`src/rtl/decoder_nx2n_seq_if.sv`:
```
// decoder_nx2n_seq_if: command handshake and decoded-output bundle for decoder_nx2n_seq.
interface decoder_nx2n_seq_if #(
    parameter int SEL_W = 3,
    parameter int DWELL_W = 8
);
    logic                  i_valid_de;
    logic                  o_ready_de;
    logic [SEL_W-1:0]      i_sel_de;
    logic [1:0]            i_mode_de;
    logic [DWELL_W-1:0]    i_dwell_de;
    logic                  i_en_de;
    logic [2**SEL_W-1:0]   o_dec_de;
    logic                  o_valid_de;
    logic                  o_busy_de;
    logic                  o_wrap_de;

    modport master (
        output i_valid_de, i_sel_de, i_mode_de, i_dwell_de, i_en_de,
        input  o_ready_de, o_dec_de, o_valid_de, o_busy_de, o_wrap_de
    );

    modport slave (
        input  i_valid_de, i_sel_de, i_mode_de, i_dwell_de, i_en_de,
        output o_ready_de, o_dec_de, o_valid_de, o_busy_de, o_wrap_de
    );
endinterface

```
`src/rtl/decoder_nx2n_seq.sv`:
```
// decoder_nx2n_seq: registered N-to-2^N decoder with hold, pulse and timed-scan modes.
module decoder_nx2n_seq #(
    parameter int SEL_W = 3,
    parameter int DWELL_W = 8,
    parameter bit ACTIVE_LOW = 1'b0
) (
    input logic i_clk_de,
    input logic i_rst_de,
    decoder_nx2n_seq_if.slave bus
);
    localparam int N = 1 << SEL_W;
    localparam logic [N-1:0] INACT = ACTIVE_LOW ? {N{1'b1}} : {N{1'b0}};

    typedef enum logic [1:0] {IDLE, HOLD, PULSE, SCAN} state_t;

    state_t state, state_n;
    logic [SEL_W-1:0] code, code_n, start, start_n;
    logic [DWELL_W-1:0] dwell, dwell_n, cnt, cnt_n;
    logic armed, armed_n, wrap_n, accept;
    logic [N-1:0] dec;
    logic valid, busy, wrap;

    assign accept = bus.i_valid_de && !busy;

    // armed marks a command accepted while disabled: its first enabled edge only displays it
    always_comb begin
        state_n = state;
        code_n  = code;
        start_n = start;
        dwell_n = dwell;
        cnt_n   = cnt;
        armed_n = armed;
        wrap_n  = 1'b0;
        if (accept) begin
            state_n = bus.i_mode_de == 2'b01 ? PULSE : bus.i_mode_de == 2'b10 ? SCAN : HOLD;
            code_n  = bus.i_sel_de;
            start_n = bus.i_sel_de;
            dwell_n = bus.i_dwell_de;
            cnt_n   = bus.i_dwell_de;
            armed_n = !bus.i_en_de;
        end else if (bus.i_en_de) begin
            if (armed)
                armed_n = 1'b0;
            else if (state == PULSE)
                state_n = IDLE;
            else if (state == SCAN) begin
                if (cnt != '0)
                    cnt_n = cnt - 1'b1;
                else if (code == start - 1'b1)
                    state_n = IDLE;
                else begin
                    code_n = code + 1'b1;
                    cnt_n  = dwell;
                    wrap_n = &code;
                end
            end
        end
    end

    always_ff @(posedge i_clk_de or posedge i_rst_de) begin
        if (i_rst_de) begin
            state <= IDLE;
            code  <= '0;
            start <= '0;
            dwell <= '0;
            cnt   <= '0;
            armed <= 1'b0;
            dec   <= INACT;
            valid <= 1'b0;
            busy  <= 1'b0;
            wrap  <= 1'b0;
        end else begin
            state <= state_n;
            code  <= code_n;
            start <= start_n;
            dwell <= dwell_n;
            cnt   <= cnt_n;
            armed <= armed_n;
            dec   <= (bus.i_en_de && state_n != IDLE) ? (N'(1) << code_n) ^ INACT : INACT;
            valid <= bus.i_en_de && state_n != IDLE;
            busy  <= state_n == SCAN;
            wrap  <= wrap_n;
        end
    end

    assign bus.o_dec_de   = dec;
    assign bus.o_valid_de = valid;
    assign bus.o_busy_de  = busy;
    assign bus.o_ready_de = !busy;
    assign bus.o_wrap_de  = wrap;
endmodule

```
`src/flat_wrapper.sv`:
```
// flat-port wrapper written by rule: the top's interface ports become plain ports
module decoder_nx2n_seq_flat 
#(
    parameter int SEL_W = 3,
    parameter int DWELL_W = 8,
    parameter bit ACTIVE_LOW = 1'b0
)
  (i_clk_de, i_rst_de, bus_i_valid_de, bus_i_sel_de, bus_i_mode_de, bus_i_dwell_de, bus_i_en_de, bus_o_ready_de, bus_o_dec_de, bus_o_valid_de, bus_o_busy_de, bus_o_wrap_de);
  decoder_nx2n_seq_if #(.SEL_W(SEL_W), .DWELL_W(DWELL_W)) bus_i ();
  input logic i_clk_de;
  input logic i_rst_de;
  input wire logic [$bits(bus_i.i_valid_de)-1:0] bus_i_valid_de;
  input wire logic [$bits(bus_i.i_sel_de)-1:0] bus_i_sel_de;
  input wire logic [$bits(bus_i.i_mode_de)-1:0] bus_i_mode_de;
  input wire logic [$bits(bus_i.i_dwell_de)-1:0] bus_i_dwell_de;
  input wire logic [$bits(bus_i.i_en_de)-1:0] bus_i_en_de;
  output wire logic [$bits(bus_i.o_ready_de)-1:0] bus_o_ready_de;
  output wire logic [$bits(bus_i.o_dec_de)-1:0] bus_o_dec_de;
  output wire logic [$bits(bus_i.o_valid_de)-1:0] bus_o_valid_de;
  output wire logic [$bits(bus_i.o_busy_de)-1:0] bus_o_busy_de;
  output wire logic [$bits(bus_i.o_wrap_de)-1:0] bus_o_wrap_de;
  assign bus_i.i_valid_de = bus_i_valid_de;
  assign bus_i.i_sel_de = bus_i_sel_de;
  assign bus_i.i_mode_de = bus_i_mode_de;
  assign bus_i.i_dwell_de = bus_i_dwell_de;
  assign bus_i.i_en_de = bus_i_en_de;
  assign bus_o_ready_de = bus_i.o_ready_de;
  assign bus_o_dec_de = bus_i.o_dec_de;
  assign bus_o_valid_de = bus_i.o_valid_de;
  assign bus_o_busy_de = bus_i.o_busy_de;
  assign bus_o_wrap_de = bus_i.o_wrap_de;
  decoder_nx2n_seq #(.SEL_W(SEL_W), .DWELL_W(DWELL_W), .ACTIVE_LOW(ACTIVE_LOW)) u_core (.i_clk_de(i_clk_de), .i_rst_de(i_rst_de), .bus(bus_i));
endmodule
```
`config.mk`:
```
export PLATFORM = sky130hd
export DESIGN_NAME = decoder_nx2n_seq_flat
export DESIGN_NICKNAME = d
export VERILOG_FILES = /design/src/rtl/decoder_nx2n_seq_if.sv /design/src/rtl/decoder_nx2n_seq.sv /design/src/flat_wrapper.sv
export SDC_FILE = /design/constraint.sdc
export NUM_CORES = 1
export LEC_CHECK = 0
export CAP_MARGIN = 15
export CORE_ASPECT_RATIO = 1.2
export CORE_MARGIN = 2
export CORE_UTILIZATION = 67
export DETAILED_ROUTE_END_ITERATION = 10
export DONT_BUFFER_PORTS = 1
export PLACE_DENSITY = 0.83
export SLEW_MARGIN = 20
export SYNTH_ARGS = -nofsm -noshare
export SYNTH_HDL_FRONTEND = slang
export SYNTH_SLANG_ARGS = --single-unit
```
`constraint.sdc`:
```
create_clock -name i_clk_de -period 3.2 [get_ports i_clk_de]
set_clock_uncertainty 0.05 [all_clocks]
set_input_delay 0.96 -clock i_clk_de [delete_from_list [all_inputs] [get_ports i_clk_de]]
set_output_delay 0.96 -clock i_clk_de [all_outputs]
set_load 0.05 [all_outputs]
```
### Word level (Yosys, flattened, before mapping)

Cells that the tools add are included.

| operators by class | value |
|---|---|
| add/sub/neg operators | 3 |
| equality and inequality tests | 9 |
| shifts and indexed selects | 1 |
| multiplexer cells | 33 |
| reductions and logical operators | 10 |

Operators with widths:

| cell | number |
|---|---|
| two-way mux 8 bit | 8 |
| two-way mux 3 bit | 7 |
| two-way mux 2 bit | 9 |
| two-way mux 1 bit | 9 |
| == test 2 bit (second input constant) | 4 |
| nonzero test 8 bit | 1 |
| left shift 1 x 3 -> 8 bit (first input constant) | 1 |
| subtractor 8 x 1 -> 8 bit (second input constant) | 1 |
| nonzero test 2 bit | 3 |
| AND reduction 5 bit | 1 |
| adder 3 x 1 -> 3 bit (second input constant) | 1 |
| == test 3 bit | 1 |
| != test 3 x 1 -> 1 bit (second input constant) | 1 |
| AND reduction 3 bit | 1 |
| subtractor 3 x 1 -> 3 bit (second input constant) | 1 |
| == test 2 x 1 -> 1 bit (second input constant) | 1 |
| logical AND 1 bit | 2 |
| logical NOT 1 bit | 2 |
| != test 2 x 1 -> 1 bit (second input constant) | 1 |
| != test 2 bit (second input constant) | 1 |

| word-level totals | value |
|---|---|
| bits in registers | 36 |
| bits of input ports | 17 |
| output and inout bits | 12 |
| logic and storage cells | 66 |

### Depth between registers and ports, before layout

Gate-level depths: netlist of the first run.

| logic depth | value |
|---|---|
| word-level depth | 12 |
| gate-level depth with buffers | 9 |
| gate-level depth less buffers | 8 |

### Least setup slack after synthesis of the first run

OpenSTA, ideal clock, no wires.

| timing | value |
|---|---|
| path kind | input to register |
| start point | in bus_i_en_de |
| end point | reg u_core.dec[1], in the netlist u_core.bus.o_dec_de[1] |
| setup time | 0.121 ns |
| data arrival time | 2.127 ns |
| required time | 3.029 ns |
| path slack | 0.902 ns |
| stages | 5 |
| buffers on the path | 0 |
| cells stage by stage | or3b_2 a31oi_1 a41oi_2 o21ai_4 and4b_1 |

| between the ends | value |
|---|---|
| word-level cells in the longest chain between the ends | 5 |
| elaborated cells on any way between the ends | 8 |
| classes of those cells | shift: 1; mux: 5; reduce/logical: 2 |

RTL lines:

| element | line | text |
|---|---|---|
| start, declared | flat_wrapper.sv:16 | `input wire logic [$bits(bus_i.i_en_de)-1:0] bus_i_en_de;` |
| two-way mux 2 bit | decoder_nx2n_seq.sv:41 | `end else if (bus.i_en_de) begin` |
| two-way mux 2 bit | decoder_nx2n_seq.sv:34 | `if (accept) begin` |
| via u_core.state_n[1] | decoder_nx2n_seq.sv:16 | `state_t state, state_n;` |
| nonzero test 2 bit | decoder_nx2n_seq.sv:79 | `dec <= (bus.i_en_de && state_n != IDLE) ? (N'(1) << code_n) ^ INACT : INACT;` |
| logical AND 1 bit | decoder_nx2n_seq.sv:79 |  |
| two-way mux 8 bit | decoder_nx2n_seq.sv:79 |  |
| end signal, assigned | decoder_nx2n_seq.sv:79 |  |
| end, declared | decoder_nx2n_seq.sv:20 | `logic [N-1:0] dec;` |

The timed path passes the listed nets, and every way through them passes these cells.
A chain may end at the register's enable or synchronous reset.

### Final worst setup path of the first run

| timing | value |
|---|---|
| start point | reg u_core.cnt[0] |
| end point | reg u_core.cnt[4] |

| between the ends | value |
|---|---|
| word-level cells in the longest chain between the ends | 7 |
| elaborated cells on any way between the ends | 10 |
| classes of those cells | add/sub: 1; eq/ne: 1; mux: 6; reduce/logical: 2 |

RTL lines:

| element | line | text |
|---|---|---|
| start, declared | decoder_nx2n_seq.sv:18 | `logic [DWELL_W-1:0] dwell, dwell_n, cnt, cnt_n;` |
| start signal, assigned | decoder_nx2n_seq.sv:77 | `cnt <= cnt_n;` |
| subtractor 8 x 1 -> 8 bit / nonzero test 8 bit (equally long branches) | decoder_nx2n_seq.sv:48, decoder_nx2n_seq.sv:47 |  |
| two-way mux 8 bit | decoder_nx2n_seq.sv:47 | `if (cnt != '0)` |
| two-way mux 8 bit | decoder_nx2n_seq.sv:46 | `else if (state == SCAN) begin` |
| two-way mux 8 bit | decoder_nx2n_seq.sv:44 | `else if (state == PULSE)` |
| two-way mux 8 bit | decoder_nx2n_seq.sv:42 | `if (armed)` |
| two-way mux 8 bit | decoder_nx2n_seq.sv:41 |  |
| two-way mux 8 bit | decoder_nx2n_seq.sv:34 |  |

Parallel ways exist; a longest one is shown, timed or not. The select of a mux whose other input is x is not followed.

==> results of run 1 <==
[through the flow]
step / area (um2) / setup slack (ns) / total power [mW]
2_1_floorplan: 1930 / 0.902 / 1.11
3_3_place_gp: 1950 / 0.738 / 1.18
3_5_place_dp: 1950 / 0.667 / 1.22
4_1_cts: 2030 / 0.644 / 1.54
5_1_grt: 2030 / 0.411 / 1.63
6_report: 2030 / 0.649 / 1.53
[logic make-up after synthesis]
| logic type | count (synthesis) |
|---|---|
| AOI/OAI and AO/OA | 34 |
| xor gates and xnor gates | 5 |
| adders and majority gates | 6 |
| buffers and inverters | 19 |
| DFF | 36 |
| muxes | 6 |
| and+or+nand+nor | 80 |
[worst max-delay path, cell delays in order (launching register included)]
cell     delay, ns
dfrtp_1       0.44
inv_1         0.12
ha_1          0.16
nor3b_2       0.32
nand2_1       0.31
o21ai_0       0.30
and2_1        0.35
mux2_2        0.38
[worst paths after layout]
kind | to | slack, ns | cells after the start
setup / recovery | u_core.cnt[4]$_DFFE_PP0P_ | 0.65 | 7
hold / removal | u_core.dwell[4]$_DFFE_PP0P_ | 0.45 | 2
setup reg to reg | u_core.cnt[4]$_DFFE_PP0P_ | 0.65 | 7
hold reg to reg | u_core.dwell[4]$_DFFE_PP0P_ | 0.45 | 2
max in group asynchronous | u_core.bus.o_busy_de$_DFF_PP0_ | 1.85 | 2
min in group asynchronous | u_core.dwell[5]$_DFFE_PP0P_ | 0.52 | 1
[state kept, by name, indices dropped and copies added, names as in the netlist]
register               cells
u_core.bus.o_dec_de        8
u_core.cnt                 8
u_core.dwell               8
u_core.code                3
u_core.start               3
u_core.state               2
u_core.armed               1
u_core.bus.o_busy_de       1
u_core.bus.o_valid_de      1
u_core.bus.o_wrap_de       1
[power by group through the flow]
| stage | registers (mW) | logic, mW | clock network [mW] |
|---|---|---|---|
| detailed placement | 0.730 | 0.488 | 0 |
| global placement | 0.720 | 0.464 | 0 |
| floorplan | 0.682 | 0.428 | 0 |
| finish | 0.723 | 0.491 | 0.316 |
| CTS | 0.721 | 0.494 | 0.320 |
| global route | 0.734 | 0.560 | 0.340 |
[routing by layer]
layer	track usage, %	vias up
met5	0	-
met4	12.5	0
li1	-	664
met1	34.8	709
met2	45.2	25
met3	7.89	10
[cell usage in the layout (no fill, tap or decap), types with 4 or more instances in the layout]
master    Yosys  layout
ha_1          6       6
mux2_2        5       5
nor2_1       10      10
clkbuf_4      0       5
inv_1        10      10
dfrtp_1      36      36
a211oi_1      4       4
nor3_1        5       5
o21ai_0      13      13
nand2_1      34      34
nor4_1        4       4
[cell type report]
type	count	area share [%]
Timing Repair Buffer	3	1.11
Inverter	11	2.03
Multi-Input combinational cell	131	46.6
Sequential cell	36	44.4
Clock buffer	6	2.03
Tap cell	34	2.09
Clock inverter	2	1.73
==> impl_metrics.yaml, run 1 <==
floorplanning:
  fp.dieH_um: 62.8
  dieArea_um2: 3330
  rows: 21
  ios: 29
  core_um2: 2760
  start_util_pct: 70.0
  chipWidth_um: 53.0
routing:
  dr_wl_met3_um: 148
  post_drt_wl_per_cell_um: 17.7
  drt-met1-wl_um: 1610
  dr_total_vias: 1408
  vias_per_cell: 6.31
  dr.pass1.iters: 4
  antenna_left: 0
  wirelength_um: 3960
  drc: 0
  wl_met2_um: 2090
  highest_layer: "met4"
  initialDrtViolationCount: 48
yosys:
  synth_compound_area_share_pct: 14.2
  netlist.top_cell.by_area: "dfrtp_1"
  syn_area_um2: 1930
  synth_area_leaders: "dfrtp_1, nand2_1, ha_1"
  synthTopCellsByCount: "dfrtp_1, nand2_1, o21ai_0"
  syn_nets: 209
  synth-adder-area-share_pct: 3.89
  ys_warn_count: 0
  ys_ff_latch: 36
  yosysSeqAreaShare_pct: 46.6
  synth_top_family_by_area: "simple AND/OR/NAND/NOR gates"
  synthSimpleGateAreaFrac_pct: 24.5
  synthMostInstantiatedCell: "dfrtp_1"
  syn_avg_cell_area_um2: 10.4
  ys_async_sr_fraction_pct: 100
  muxShareOfSynthArea_pct: 3.43
  synth_cell_types: 51
  synth_top_area_share_pct: 46.6
  synth_xor_area_share_pct: 2.98
  synth_enable_flop_cells: 0
  syn_inst: 186
  ys.flop_type: "dfrtp_1"
clock_network:
  cts_setup_buffers: 0
  hold_buffers: 0
  clk_pin_slew_ns: 0.12
  clock-sinks: 36
  cts_buffers: 5
  clock_path_buffers: 2
  clock_latency_ns: 0.36
  post_cts_resized: 0
  cts_root_buf: "clkbuf_4"
  cts_max_level: 2
  cts_tree: "done"
setup_path:
  critPathRequiredTime_ns: 3.40
  regToRegStartpoint: "u_core.cnt[0]$_DFFE_PP0P_"
  critical_path.startpoint_type: "flop"
  critPathMaxFanout: 11
  path_class: "reg -> reg"
  crit_start: "u_core.cnt[0]$_DFFE_PP0P_"
  cp.arrival_ns: 2.75
  end_kind: "flop"
outcome:
  status: "completed"
global_routing:
  antenna_found_initial: 0
  grt_max_degree: 22
  grtUsageTotal_pct: 28.2
  overflow: 0
  grt_pass1_wl_um: 6810
  first_global_vias: 1452
pwr:
  p_switching_mw: 0.595
  ir_worst_vdd_mv: 0.595
  switching_share_pct: 38.9
  seq_power_share_pct: 47.2
  p_clk_share_pct: 20.6
  p_comb_share_pct: 32.1
  p_int_mw: 0.935
  power_density_nw_per_um2: 754
  p_leak_nw: 0.910
sta:
  finalMaxSlewViolations: 0
  worstMarginPinSlew_ns: 0.679
  setup_viol: 0
  hold_violations: 0
  fmax_ghz: 0.392
  tns_ns: 0
  rsz0062_at_grt: "false"
  slew-limit-headroom_pct: 54.7
  fin_crit_sh_pct: 79.7
  post-route-min-period_ns: 2.55
  holdWs_ns: 0.452
finish:
  multi_input_area_um2: 947
  drive_gt1_share_pct: 16.9
  stdcell_count: 223
  fin_util_pct: 73.6
  seq_area_um2: 901
  n_antenna_cell: 0
  nFillCells: 194
  area_growth_syn_to_layout_pct: 5.12
  layout.nets: 211
place:
  hpwl_um: 2850
  place_inst: 215
  port_buffers: 0
  gp_congestion: 0.852
min_path:
  hp-start: "u_core.dwell[4]$_DFFE_PP0P_"
  hold_path_class: "reg -> reg"
run:
  cap_violations: 0
(Power assumes the default switching activity.)
==> run 2: changes to the inputs <==
--- a/config.mk
+++ b/config.mk
@@ -8,10 +8,10 @@
 export CAP_MARGIN = 15
 export CORE_ASPECT_RATIO = 1.2
 export CORE_MARGIN = 2
-export CORE_UTILIZATION = 67
+export CORE_UTILIZATION = 56
 export DETAILED_ROUTE_END_ITERATION = 10
 export DONT_BUFFER_PORTS = 1
-export PLACE_DENSITY = 0.83
+export PLACE_DENSITY = 0.74
 export SLEW_MARGIN = 20
 export SYNTH_ARGS = -nofsm -noshare
 export SYNTH_HDL_FRONTEND = slang
==> constraint.sdc (replaced) <==
create_clock -name i_clk_de -period 2.27 [get_ports i_clk_de]
set_clock_uncertainty 0.05 [all_clocks]
set_input_delay 0.681 -clock i_clk_de [delete_from_list [all_inputs] [get_ports i_clk_de]]
set_output_delay 0.681 -clock i_clk_de [all_outputs]
set_load 0.05 [all_outputs]
==> run 2 against run 1 <==
Effect of this change:
- cell area up 10%
- power rose by 58%
- via count rose by 4.1%
- utilization is 6.1 points lower
- first-iteration DRC count up 88%
- sequential share of layout area is 4.0 points lower
- register-to-register slack worse by 0.58 ns
- clock power is 79% higher
- die area up 18%
- sequential power is 36% higher
- combinational power grew 78%
- non-clock buffer count grew 16
- critical path type unchanged
- largest power group unchanged
- highest routed layer unchanged
==> impl_metrics.yaml, run 2 (synthesis gave the netlist of run 1 again) <==
global_routing:
  overflow: 0
  first_global_vias: 1499
  grtUsageTotal_pct: 22.6
  grt_pass1_wl_um: 6680
  grt_max_degree: 37
  antenna_found_initial: 0
pwr:
  ir_worst_vdd_mv: 0.721
  p_leak_nw: 1.01
  power_density_nw_per_um2: 1090
setup_path:
  cp.arrival_ns: 2.34
  worst-r2r-setup-slack_ns: 0.07
  cp_cell_sequence: "inv_1 > ha_1 > nor3b_4 > and2_1 > a31oi_1 > o21ai_4 > and4b_1"
  regToRegStartpoint: "u_core.cnt[0]$_DFFE_PP0P_"
  crit_start: "u_core.cnt[0]$_DFFE_PP0P_"
  r2r_end: "u_core.bus.o_dec_de[1]$_DFF_PP0_"
  critPathMaxFanout: 9
  worst-path-stages: 7
  path_delay_family: "simple AND/OR/NAND/NOR gates"
  critPathSlowestCell: "o21ai_4"
  cp_num_buf_inv: 1
  cpPeakStageDelay_ns: 0.39
  reg2reg_depth: 7
  critPathRequiredTime_ns: 2.40
  critical_path.startpoint_type: "flop"
  end_kind: "flop"
  path_class: "reg -> reg"
finish:
  stdcell_count: 242
  area_growth_syn_to_layout_pct: 15.6
  drive_gt1_share_pct: 25.9
  layout_commonest_cell: "dfrtp_1"
  layout_common_cells: "dfrtp_1, nand2_1, buf_4"
  fin_util_pct: 67.5
  layout.nets: 227
  n_antenna_cell: 0
clock_network:
  cts_max_level: 2
  hold_buffers: 0
  cts_tree: "done"
  clock-sinks: 36
  clk_pin_slew_ns: 0.08
  cts_root_buf: "clkbuf_8"
  clock_path_buffers: 2
  clock_latency_ns: 0.29
  cts_buffers: 5
sta:
  worstMarginPinSlew_ns: 0.463
  hold_violations: 0
  fin_crit_sh_pct: 97.1
  slew-limit-headroom_pct: 69.1
  holdWs_ns: 0.315
  fmax_ghz: 0.454
  finalMaxSlewViolations: 0
  worst_slack_ns: 0.0650
  setup_viol: 0
  tns_ns: 0
  post-route-min-period_ns: 2.20
routing:
  antenna_left: 0
  dr.pass1.iters: 5
  post_drt_wl_per_cell_um: 17.3
  vias_per_cell: 6.06
  dr_total_vias: 1466
  initialDrtViolationCount: 90
  drc: 0
  wirelength_um: 4190
floorplanning:
  chipWidth_um: 57.6
  core_um2: 3310
  ios: 29
  rows: 23
  start_util_pct: 58.4
  fp.dieH_um: 68.3
  dieArea_um2: 3940
run:
  cap_violations: 0
outcome:
  status: "completed"
place:
  gp_congestion: 0.872
  placement.setup.worst_slack_ns: -0.0424
  port_buffers: 0
  place_inst: 229
  hpwl_um: 2860
min_path:
  hold_path_class: "in -> async"
[run 2: worst reg2reg max path, delay by kind of cell (launching register included)]
family,cells,cell delay [ns]
and+or+nand+nor,3,0.77
AOI/OAI and AO/OA,2,0.62
adders and majority gates,1,0.16
DFF,1,0.38
buffers and inverters,1,0.11
[run 2: what timing repair did]
item | in CTS | in global routing
buffers inserted | 0 | 5
resized for setup | 1 | 11
pin swaps | 1 | 5
setup endpoints to repair | 3 | 14
[run 2: cell type report]
type                       instances  area (um2)
timing repair buffer              19         146
tap                               37        46.3
multi-input combinational        131         987
sequential                        36         901
fill                             250        1080
clock buffer                       5        68.8
clock inverter                     3        42.5
inverter                          11        41.3
[run 2: stage by stage]
stage / total power, mW / instance area (um2)
detailed placement: 1.79 / 2040
global route: 2.56 / 2230
finish: 2.42 / 2230
floorplan: 1.56 / 1930
CTS: 2.37 / 2160
global placement: 1.75 / 2040
[run 2: worst max path at each step]
stage	to	slack, ns
after floorplan	u_core.cnt[4]$_DFFE_PP0P_	0.17
after global placement	u_core.bus.o_dec_de[3]$_DFF_PP0_	0.1
after detailed placement	u_core.bus.o_dec_de[7]$_DFF_PP0_	-0.04
after CTS	u_core.bus.o_dec_de[2]$_DFF_PP0_	0.003
after global routing	u_core.bus.o_dec_de[5]$_DFF_PP0_	-0.006
final	u_core.bus.o_dec_de[1]$_DFF_PP0_	0.07
[run 2: report_power, final]
part           total [mW]  internal [mW]  switching (mW)
combinational       0.876          0.418           0.457
sequential          0.981          0.781           0.201
clock               0.567          0.325           0.242
total                2.42           1.52           0.900
[run 2: metal layers]
| metal | up-vias | track usage (%) | share of wire (%) |
|---|---|---|---|
| met1 | 733 | 25.1 | 42 |
| met5 | - | 0 | 0 |
| met3 | 9 | 6.62 | 3.5 |
| met4 | 0 | 10.2 | 1.9 |
| met2 | 29 | 40.1 | 53 |
| li1 | 695 | - | - |
